--- src/rtl/cpu_mem_pkg.sv ---
// Shared widths and encodings for the CPU memory-bus initiator.
// State and grant enums are used by both the FSM and the round-robin arbiter.
package cpu_mem_pkg;

  localparam int ADDR_W_DEF = 8;
  localparam int DATA_W_DEF = 8;

  typedef enum logic [1:0] {
    ST_IDLE   = 2'd0,
    ST_ACCESS = 2'd1,
    ST_RESP   = 2'd2
  } state_e;

  typedef enum logic {
    GNT_FETCH = 1'b0,
    GNT_DATA  = 1'b1
  } grant_e;

endpackage

--- src/rtl/mem_rr_arbiter.sv ---
// Two-input round-robin arbiter between the fetch and load/store ports.
// On conflict the port not granted last time wins; requests are only accepted while en is high.
module mem_rr_arbiter
  import cpu_mem_pkg::*;
(
  input  logic clk,
  input  logic rst_n,
  input  logic en,
  input  logic fetch_valid,
  input  logic data_valid,
  output logic fetch_ready,
  output logic data_ready
);

  grant_e last_grant_q;

  // Readies depend only on state, history and the competing valid, never on a response ready.
  assign fetch_ready = en & (~data_valid  | (last_grant_q == GNT_DATA));
  assign data_ready  = en & (~fetch_valid | (last_grant_q == GNT_FETCH));

  always_ff @(posedge clk or negedge rst_n) begin
    if (!rst_n) begin
      last_grant_q <= GNT_DATA;
    end else if (fetch_valid && fetch_ready) begin
      last_grant_q <= GNT_FETCH;
    end else if (data_valid && data_ready) begin
      last_grant_q <= GNT_DATA;
    end
  end

endmodule

--- src/rtl/mem_initiator.sv ---
// Sequences fetch and load/store requests onto a single-port 256x8 memory
// (synchronous write, combinational read) and returns read data per port.
module mem_initiator
  import cpu_mem_pkg::*;
#(
  parameter int ADDR_W = ADDR_W_DEF,
  parameter int DATA_W = DATA_W_DEF
) (
  input  logic              clk,
  input  logic              rst_n,
  input  logic              if_req_valid,
  output logic              if_req_ready,
  input  logic [ADDR_W-1:0] if_addr,
  output logic              if_rsp_valid,
  input  logic              if_rsp_ready,
  output logic [DATA_W-1:0] if_rsp_data,
  input  logic              d_req_valid,
  output logic              d_req_ready,
  input  logic              d_req_we,
  input  logic [ADDR_W-1:0] d_addr,
  input  logic [DATA_W-1:0] d_wdata,
  output logic              d_rsp_valid,
  input  logic              d_rsp_ready,
  output logic [DATA_W-1:0] d_rsp_data,
  output logic [ADDR_W-1:0] mem_address,
  output logic              mem_write_enable,
  output logic [DATA_W-1:0] mem_write_data,
  input  logic [DATA_W-1:0] mem_read_data,
  output logic              busy
);

  state_e              state_q;
  grant_e              port_q;
  logic [ADDR_W-1:0]   mem_address_q;
  logic                mem_write_enable_q;
  logic [DATA_W-1:0]   mem_write_data_q;
  logic                if_rsp_valid_q;
  logic                d_rsp_valid_q;
  logic [DATA_W-1:0]   if_rsp_data_q;
  logic [DATA_W-1:0]   d_rsp_data_q;
  logic                if_fire;
  logic                d_fire;

  mem_rr_arbiter u_arb (
    .clk         (clk),
    .rst_n       (rst_n),
    .en          (state_q == ST_IDLE),
    .fetch_valid (if_req_valid),
    .data_valid  (d_req_valid),
    .fetch_ready (if_req_ready),
    .data_ready  (d_req_ready)
  );

  assign if_fire = if_req_valid & if_req_ready;
  assign d_fire  = d_req_valid & d_req_ready;

  // The registered memory address/write-enable double as the latched request.
  always_ff @(posedge clk or negedge rst_n) begin
    if (!rst_n) begin
      state_q            <= ST_IDLE;
      port_q             <= GNT_FETCH;
      mem_address_q      <= '0;
      mem_write_enable_q <= 1'b0;
      mem_write_data_q   <= '0;
      if_rsp_valid_q     <= 1'b0;
      d_rsp_valid_q      <= 1'b0;
      if_rsp_data_q      <= '0;
      d_rsp_data_q       <= '0;
    end else begin
      case (state_q)
        ST_IDLE: begin
          if (if_fire) begin
            port_q             <= GNT_FETCH;
            mem_address_q      <= if_addr;
            mem_write_enable_q <= 1'b0;
            state_q            <= ST_ACCESS;
          end else if (d_fire) begin
            port_q             <= GNT_DATA;
            mem_address_q      <= d_addr;
            mem_write_enable_q <= d_req_we;
            if (d_req_we) begin
              mem_write_data_q <= d_wdata;
            end
            state_q            <= ST_ACCESS;
          end
        end
        ST_ACCESS: begin
          mem_write_enable_q <= 1'b0;
          if (mem_write_enable_q) begin
            state_q <= ST_IDLE;
          end else begin
            if (port_q == GNT_FETCH) begin
              if_rsp_data_q  <= mem_read_data;
              if_rsp_valid_q <= 1'b1;
            end else begin
              d_rsp_data_q  <= mem_read_data;
              d_rsp_valid_q <= 1'b1;
            end
            state_q <= ST_RESP;
          end
        end
        ST_RESP: begin
          if (if_rsp_valid_q && if_rsp_ready) begin
            if_rsp_valid_q <= 1'b0;
            state_q        <= ST_IDLE;
          end else if (d_rsp_valid_q && d_rsp_ready) begin
            d_rsp_valid_q <= 1'b0;
            state_q       <= ST_IDLE;
          end
        end
        default: begin
          state_q <= ST_IDLE;
        end
      endcase
    end
  end

  assign mem_address      = mem_address_q;
  assign mem_write_enable = mem_write_enable_q;
  assign mem_write_data   = mem_write_data_q;
  assign if_rsp_valid     = if_rsp_valid_q;
  assign d_rsp_valid      = d_rsp_valid_q;
  assign if_rsp_data      = if_rsp_data_q;
  assign d_rsp_data       = d_rsp_data_q;
  assign busy             = (state_q != ST_IDLE);

endmodule

--- config.mk ---
export PLATFORM = sky130hd
export DESIGN_NAME = mem_initiator
export DESIGN_NICKNAME = d
export VERILOG_FILES = /design/src/rtl/cpu_mem_pkg.sv /design/src/rtl/mem_rr_arbiter.sv /design/src/rtl/mem_initiator.sv
export SDC_FILE = /design/constraint.sdc
export NUM_CORES = 1
export LEC_CHECK = 0
export ABC_CLOCK_PERIOD_IN_PS = 2900
export BUFFER_PORTS_ARGS = -buffer_cell sky130_fd_sc_hd__buf_2
export CAP_MARGIN = 15
export CORE_MARGIN = 2
export CORE_UTILIZATION = 49
export CTS_CLUSTER_DIAMETER = 80
export DETAILED_ROUTE_END_ITERATION = 10
export GPL_TIMING_DRIVEN = 0
export PLACE_DENSITY_LB_ADDON = 0.1
export SLEW_MARGIN = 0
export SYNTH_ARGS = -nofsm -noshare
export SYNTH_HDL_FRONTEND = slang
export SYNTH_HIERARCHICAL = 1
export SYNTH_SLANG_ARGS = --single-unit
--- constraint.sdc ---
create_clock -name clk -period 2.9 [get_ports clk]
set_input_delay 0.435 -clock clk [delete_from_list [all_inputs] [get_ports clk]]
set_output_delay 0.435 -clock clk [all_outputs]
set_load 0.01 [all_outputs]
---- Yosys cells after proc, flatten, opt, wreduce, memory -nomap -nowiden ----
Cells that the tools add are included.
W data, S select, Z words.
operators by class
  eq/ne operators ......................... 10
  muxes and demuxes ....................... 24
  bitwise logic cells ..................... 12
  reductions and logical operators ........ 18
operators by type and width
  operator              count
  $mux W8               2
  $mux W1               13
  $ne A2 B2 Y1 const B  6
  $mux W2               5
  $reduce_bool A2 Y1    5
  $reduce_and A4 Y1     2
  $ne A3 B3 Y1 const B  2
  $not A1 Y1            6
  $pmux W1 S2           3
  $pmux W2 S3           1
  $reduce_and A2 Y1     3
  $reduce_and A3 Y1     2
  $reduce_and A5 Y1     1
  $and A1 B1 Y1         4
  $logic_and A1 B1 Y1   4
  $eq A2 B1 Y1 const B  1
  $eq A2 B2 Y1 const B  1
  $logic_not A2 Y1      1
  $or A1 B1 Y1          2
word-level totals
  flip-flop bits (word level) ............. 39
  input port bits ......................... 39
  output and inout bits ................... 38
  word-level logic and storage cells ...... 74

---- Depth between registers and ports, before layout ----
  depth after elaboration ................. 7
  depth in mapped cells ................... 6
  depth with buffers taken out ............ 5

---- Hierarchy ----
Netlist, hierarchy kept.
by module, submodules not included
  module          instances  cells each  area an instance (um^2)  sequential area each (um^2)
  mem_initiator   1          104         1579.0                   950.9
  mem_rr_arbiter  1          6           56.3                     26.3

---- Worst setup path before layout ----
No wires, ideal clock.
  kind .................................... register to register
  from .................................... register state_q[1]
  to ...................................... register mem_address_q[0] (netlist: mem_address[0])
  library setup time ...................... 0.125 ns
  data arrival time ....................... 1.945 ns
  required time ........................... 2.775 ns
  path slack .............................. 0.831 ns
  stages on the path, launching flop included .. 7
  path buffers ............................ 1
  clock period less this slack ............ 2.069 ns
  path through ............................ dfrtp_1 nor2_2 a21boi_1 nand2_2 a21boi_0 buf_2 mux2_2
on the way
  cells in the longest elaborated chain, start to end .. 5
  elaborated cells between the ends (all ways) .. 8
  classes of those cells .................. mux: 1; bitwise: 4; reduce/logical: 3
ends and longest elaborated chain
  item                          RTL line              source
  start, declared               mem_initiator.sv:32   state_e state_q;
  start signal, assigned        mem_initiator.sv:60   state_q <= ST_IDLE;
  start signal, assigned        mem_initiator.sv:76   state_q <= ST_ACCESS;
  start signal, assigned        mem_initiator.sv:84   state_q <= ST_ACCESS;
  $logic_not A2 Y1 *            mem_initiator.sv:47   .en (state_q == ST_IDLE),
  $and A1 B1 Y1 *               mem_rr_arbiter.sv:18  assign fetch_ready = en & (~data_valid | (last_grant_q == GNT_DATA));
  net if_req_ready              mem_initiator.sv:12   output logic if_req_ready,
  $and A1 B1 Y1 *               mem_initiator.sv:54   assign if_fire = if_req_valid & if_req_ready;
  $reduce_bool A2 Y1 (no line)  n/a
  $reduce_and A2 Y1 (no line)   n/a
  end signal, assigned          mem_initiator.sv:74   mem_address_q <= if_addr;
  end signal, assigned          mem_initiator.sv:79   mem_address_q <= d_addr;
  end, declared                 mem_initiator.sv:34   logic [ADDR_W-1:0] mem_address_q;
Mark *: on every way through the listed nets, which the timed path passes. The rest lies on a longest branch.
A chain may end at the register's enable or synchronous reset.

---- Final worst setup path ----
  from .................................... register state_q[1]
  to ...................................... register mem_address_q[3] (netlist: mem_address[3])
on the way
  cells in the longest elaborated chain, start to end .. 5
  elaborated cells between the ends (all ways) .. 8
  classes of those cells .................. mux: 1; bitwise: 4; reduce/logical: 3
ends and longest elaborated chain
  item                                     RTL line
  $logic_not A2 Y1 *                       mem_initiator.sv:47, mem_initiator.sv:70
  $and A1 B1 Y1, on equally long branches  mem_rr_arbiter.sv:18, mem_rr_arbiter.sv:19
  $and A1 B1 Y1, on equally long branches  mem_initiator.sv:54, mem_initiator.sv:55
  $reduce_bool A2 Y1 (no line)             n/a
  $reduce_and A2 Y1 (no line)              n/a
Every way passes the cells marked *; elsewhere a longest branch is shown, timed or not.

==> metrics list <==
- The via count of the first global-routing pass was 1151.
- Class of the worst hold path: primary input to asynchronous set/reset pin
* Total congestion overflow: 0
- Crit end category: register
- After the first detailed-routing iteration, the DRC count stood at 28.
- For the worst setup path, the data required time is 3130 ps.
- Across the VDD grid, the largest voltage drop is 0.2874 mV.
* Cell types with the highest counts after synthesis: 39 x sky130_fd_sc_hd__mux2_2, 38 x sky130_fd_sc_hd__dfrtp_1, 6 x sky130_fd_sc_hd__nand2_1
- In this run the number of H-tree levels came out at 2.
* Cell with the most instances after synthesis: sky130_fd_sc_hd__mux2_2
- The number of antenna violations at the first check in global routing came to 0.
* Power per cell area: 415.3 nW/um^2
- Once layout is complete, the utilization of the core stands at 68.95%.
- Across all layers, the routed design uses 1185 vias.
* Number of optimization iterations in the first detailed-route pass: 4
- Biggest cell delay along the critical path: 420 ps
- Post-CTS resize count: 0
- CTS tree: done
* DRT antenna net count: 0
- Final hold violation count: 0
- Slew of the pin with the lowest slew margin: 821.5 ps
- Relative to the synthesized area, the layout overhead comes to 30.83%.
- The worst setup path is launched from a register.
- Based on the critical path, the design can be clocked at up to 462.9 MHz.
- Synth Register Bits: 39
- Clock skew after layout: 2.136 ps
- The smallest clock period supported by the final layout is computed as 2160 ps.
- After clock tree synthesis, the clock-pin slew on the worst setup and hold paths is 100 ps.
- Clock root buffer: sky130_fd_sc_hd__clkbuf_4
- Pin count of the biggest net entering global routing: 40
- Number of rows in the core area: 20
* Port-buffer cells: 76
* Placer Congestion: 0.7371
* XOR/XNOR Fraction of Synth Area: 0%
* WL/cell: 13.35 um
* First-pass GRT wire length: 5092 um
* Insertion delay of the later-clocked pin in the worst-skew pair: 330 ps
- Each instance of the synthesized netlist takes up on average 14.87 um^2.
- Fill cells in the final layout number 249.
- Traced cell by cell, the critical path runs through nor2_2 -> a21boi_1 -> nand2_2 -> a21boi_0 -> buf_2 -> mux2_2.
* Cell Area, Synth: 1635 um^2
- Post-synth net total: 149
- Of the post-synthesis cell area, the part taken by muxes is 27.54%.
- The slowest stage of the critical path belongs to the cell sky130_fd_sc_hd__dfrtp_1.
* Accumulated negative setup slack: 0 ps
* HPWL after detailed placement: 2538 um
* RSZ-0062 raised after global routing: no
- Cell type with the highest aggregate area in the netlist: sky130_fd_sc_hd__dfrtp_1
* Inserted Clock Buffers: 5
* Arrival time at the worst endpoint: 2390 ps
- IO Pins: 77
- Number of buffers between clock root and the deepest sink: 2
- After synthesis, the largest family of logic cells by area is multiplexers.
* DIE AREA: 3816 um^2
- Initial standard-cell utilization of the core: 52.70%
- Number of flops mapped to enable cells by yosys: 0
- Setup violations remaining at the end of the flow were counted as 0.
- Number of instances in the synthesized netlist: 110
- Post-CTS timing repair inserted 0 buffers for setup.
- The worst setup path is of the register to register kind.
- After synthesis, the cell types taking the most area are sky130_fd_sc_hd__dfrtp_1 58%, sky130_fd_sc_hd__mux2_2 27%, sky130_fd_sc_hd__nor2_8 2.4%, sky130_fd_sc_hd__dfstp_2 1.6%, sky130_fd_sc_hd__nand2_1 1.4%.
- Commonest register cell after synthesis: sky130_fd_sc_hd__dfrtp_1
- Count of unique library cells instantiated by Yosys: 22
- The tree built by TritonCTS fans out to 39 sinks.
- Period utilization: 74.50%
- Worst-path maximum fanout: 10
* Share of flip-flops with an asynchronous set or reset: 100.0%
- The flow ran to the end, and the final reports show no timing, DRC or antenna violations.
* Adder and majority gate portion of the synthesized area: 0%
- The repair_antennas step left the layout with diodes totalling 0.
* Height of the chip: 61.77 um
* Hold-fix buffer count after cts: 0
- The Yosys step of the flow raised 6 warnings.
- Headroom to the max-slew limit came out at 45.23%.
- Worst Setup Slack post-DPL: 752.9 ps
* Final net count: 232
- Global routing used 19.04% of the available tracks across all layers.
- WL final: 3177 um
- Summed over all cells, the static leakage comes to 0.001239 uW.
- In the routed layout, each cell is associated on average with a via count of 4.979.
- Post-Synth Simple-Gate Area: 7.116%
- The share of synthesized area in the top cell type comes to 58.15%.
- Sequential cell area fraction in the yosys report: 59.76%
- Cells with a size suffix above 1 make up 67.01% of the layout.
- The die is 61.77 um wide.
- Across the run, the number of max-cap violations was 0.
- Number of max-slew violations in the final report: 0
- After layout, the worst setup slack is 739.6 ps.
* Drc violations: 0
- Core region area: 3103 um^2
- The synthesized netlist devotes 4.361% of its cell area to compound gates.
-- worst max-delay path, delay by kind of cell (launching register included) --
kind            cells  cell delay, ps
simple gates        2             500
compound gates      2             500
flops               1             420
mux                 1             360
buf+inv             1             260
-- power by group --
part	leakage, uW	total (uW)	internal [uW]	switching [uW]
combinational	0.000669	42.2	22.3	19.9
sequential	0.000531	544	544	0
clock	0.0000386	303	143	160
-- stage by stage --
stage | cells | hold WS [ps] | total power, uW | instance area [um^2]
2_1_floorplan | 110 | 139.4 | 559.9 | 1635
3_3_place_gp | 230 | 467.6 | 595.2 | 2071
3_5_place_dp | 230 | 473.8 | 597.6 | 2071
4_1_cts | 238 | 205.4 | 900.6 | 2140
5_1_grt | 238 | 226.6 | 930.4 | 2140
6_report | 238 | 185.2 | 888.6 | 2140
-- cell type report --
cell class              count  area (um^2)  area share, %
inverters                   4        15.01         0.7018
multi-input cells          66        638.1          29.82
plain buffers               1        5.005         0.2339
clock buffers               8        68.82          3.216
repair buffers             76        380.4          17.78
flip-flops and latches     39        977.2          45.67
well taps                  44        55.05          2.573
-- final timing paths --
check	endpoint	from	cells after the start	slack [ps]
worst max register to register	mem_address[3]$_DFFE_PN0P_	state_q[1]$_DFFE_PN0P_	6	740
min in group clk	u_arb/last_grant_q$_DFFE_PN1P_	if_req_valid	2	310
worst min register to register	d_rsp_data[6]$_DFFE_PN0P_	d_rsp_data[6]$_DFFE_PN0P_	1	490
max in group asynchronous	d_rsp_data[1]$_DFFE_PN0P_	rst_n	1	2200
worst max-delay path	mem_address[3]$_DFFE_PN0P_	state_q[1]$_DFFE_PN0P_	6	740
worst min-delay path	port_q$_DFFE_PN0P_	rst_n	1	190
-- state kept, by name (all words and copies together), names as in the netlist --
| name | flops |
|---|---|
| d_rsp_data | 8 |
| mem_write_enable | 1 |
| mem_address | 8 |
| mem_write_data | 8 |
| if_rsp_valid | 1 |
| d_rsp_valid | 1 |
| u_arb/last_grant_q | 1 |
| port_q | 1 |
| state_q | 2 |
| if_rsp_data | 8 |
-- placed cells by master (no fill, tap or decap), types with 2 or more instances in the layout --
cell type	instances
sky130_fd_sc_hd__clkbuf_8	2
sky130_fd_sc_hd__dfrtp_1	38
sky130_fd_sc_hd__buf_2	77
sky130_fd_sc_hd__nand2_1	6
sky130_fd_sc_hd__a31oi_1	2
sky130_fd_sc_hd__o21ai_0	2
sky130_fd_sc_hd__mux2_2	39
sky130_fd_sc_hd__clkbuf_4	5
sky130_fd_sc_hd__a21boi_0	2
sky130_fd_sc_hd__a21oi_1	2
sky130_fd_sc_hd__inv_1	4
sky130_fd_sc_hd__nor2_8	2
-- cells by family after synthesis --
family	count (synthesis)
muxes	40
DFF	39
and+or+nand+nor	15
AOI/OAI and AO/OA	11
buffers and inverters	5
-- metal layers --
| layer | part of all wire [%] | wire, um | global-route usage, % |
|---|---|---|---|
| met1 | 35 | 1103 | 19.92 |
| met2 | 57 | 1817 | 35.04 |
| met3 | 6.9 | 219 | 7.660 |
| met4 | 1.2 | 37 | 5.471 |
| met5 | 0 | 0 | 0 |
(Power assumes the default switching activity.)
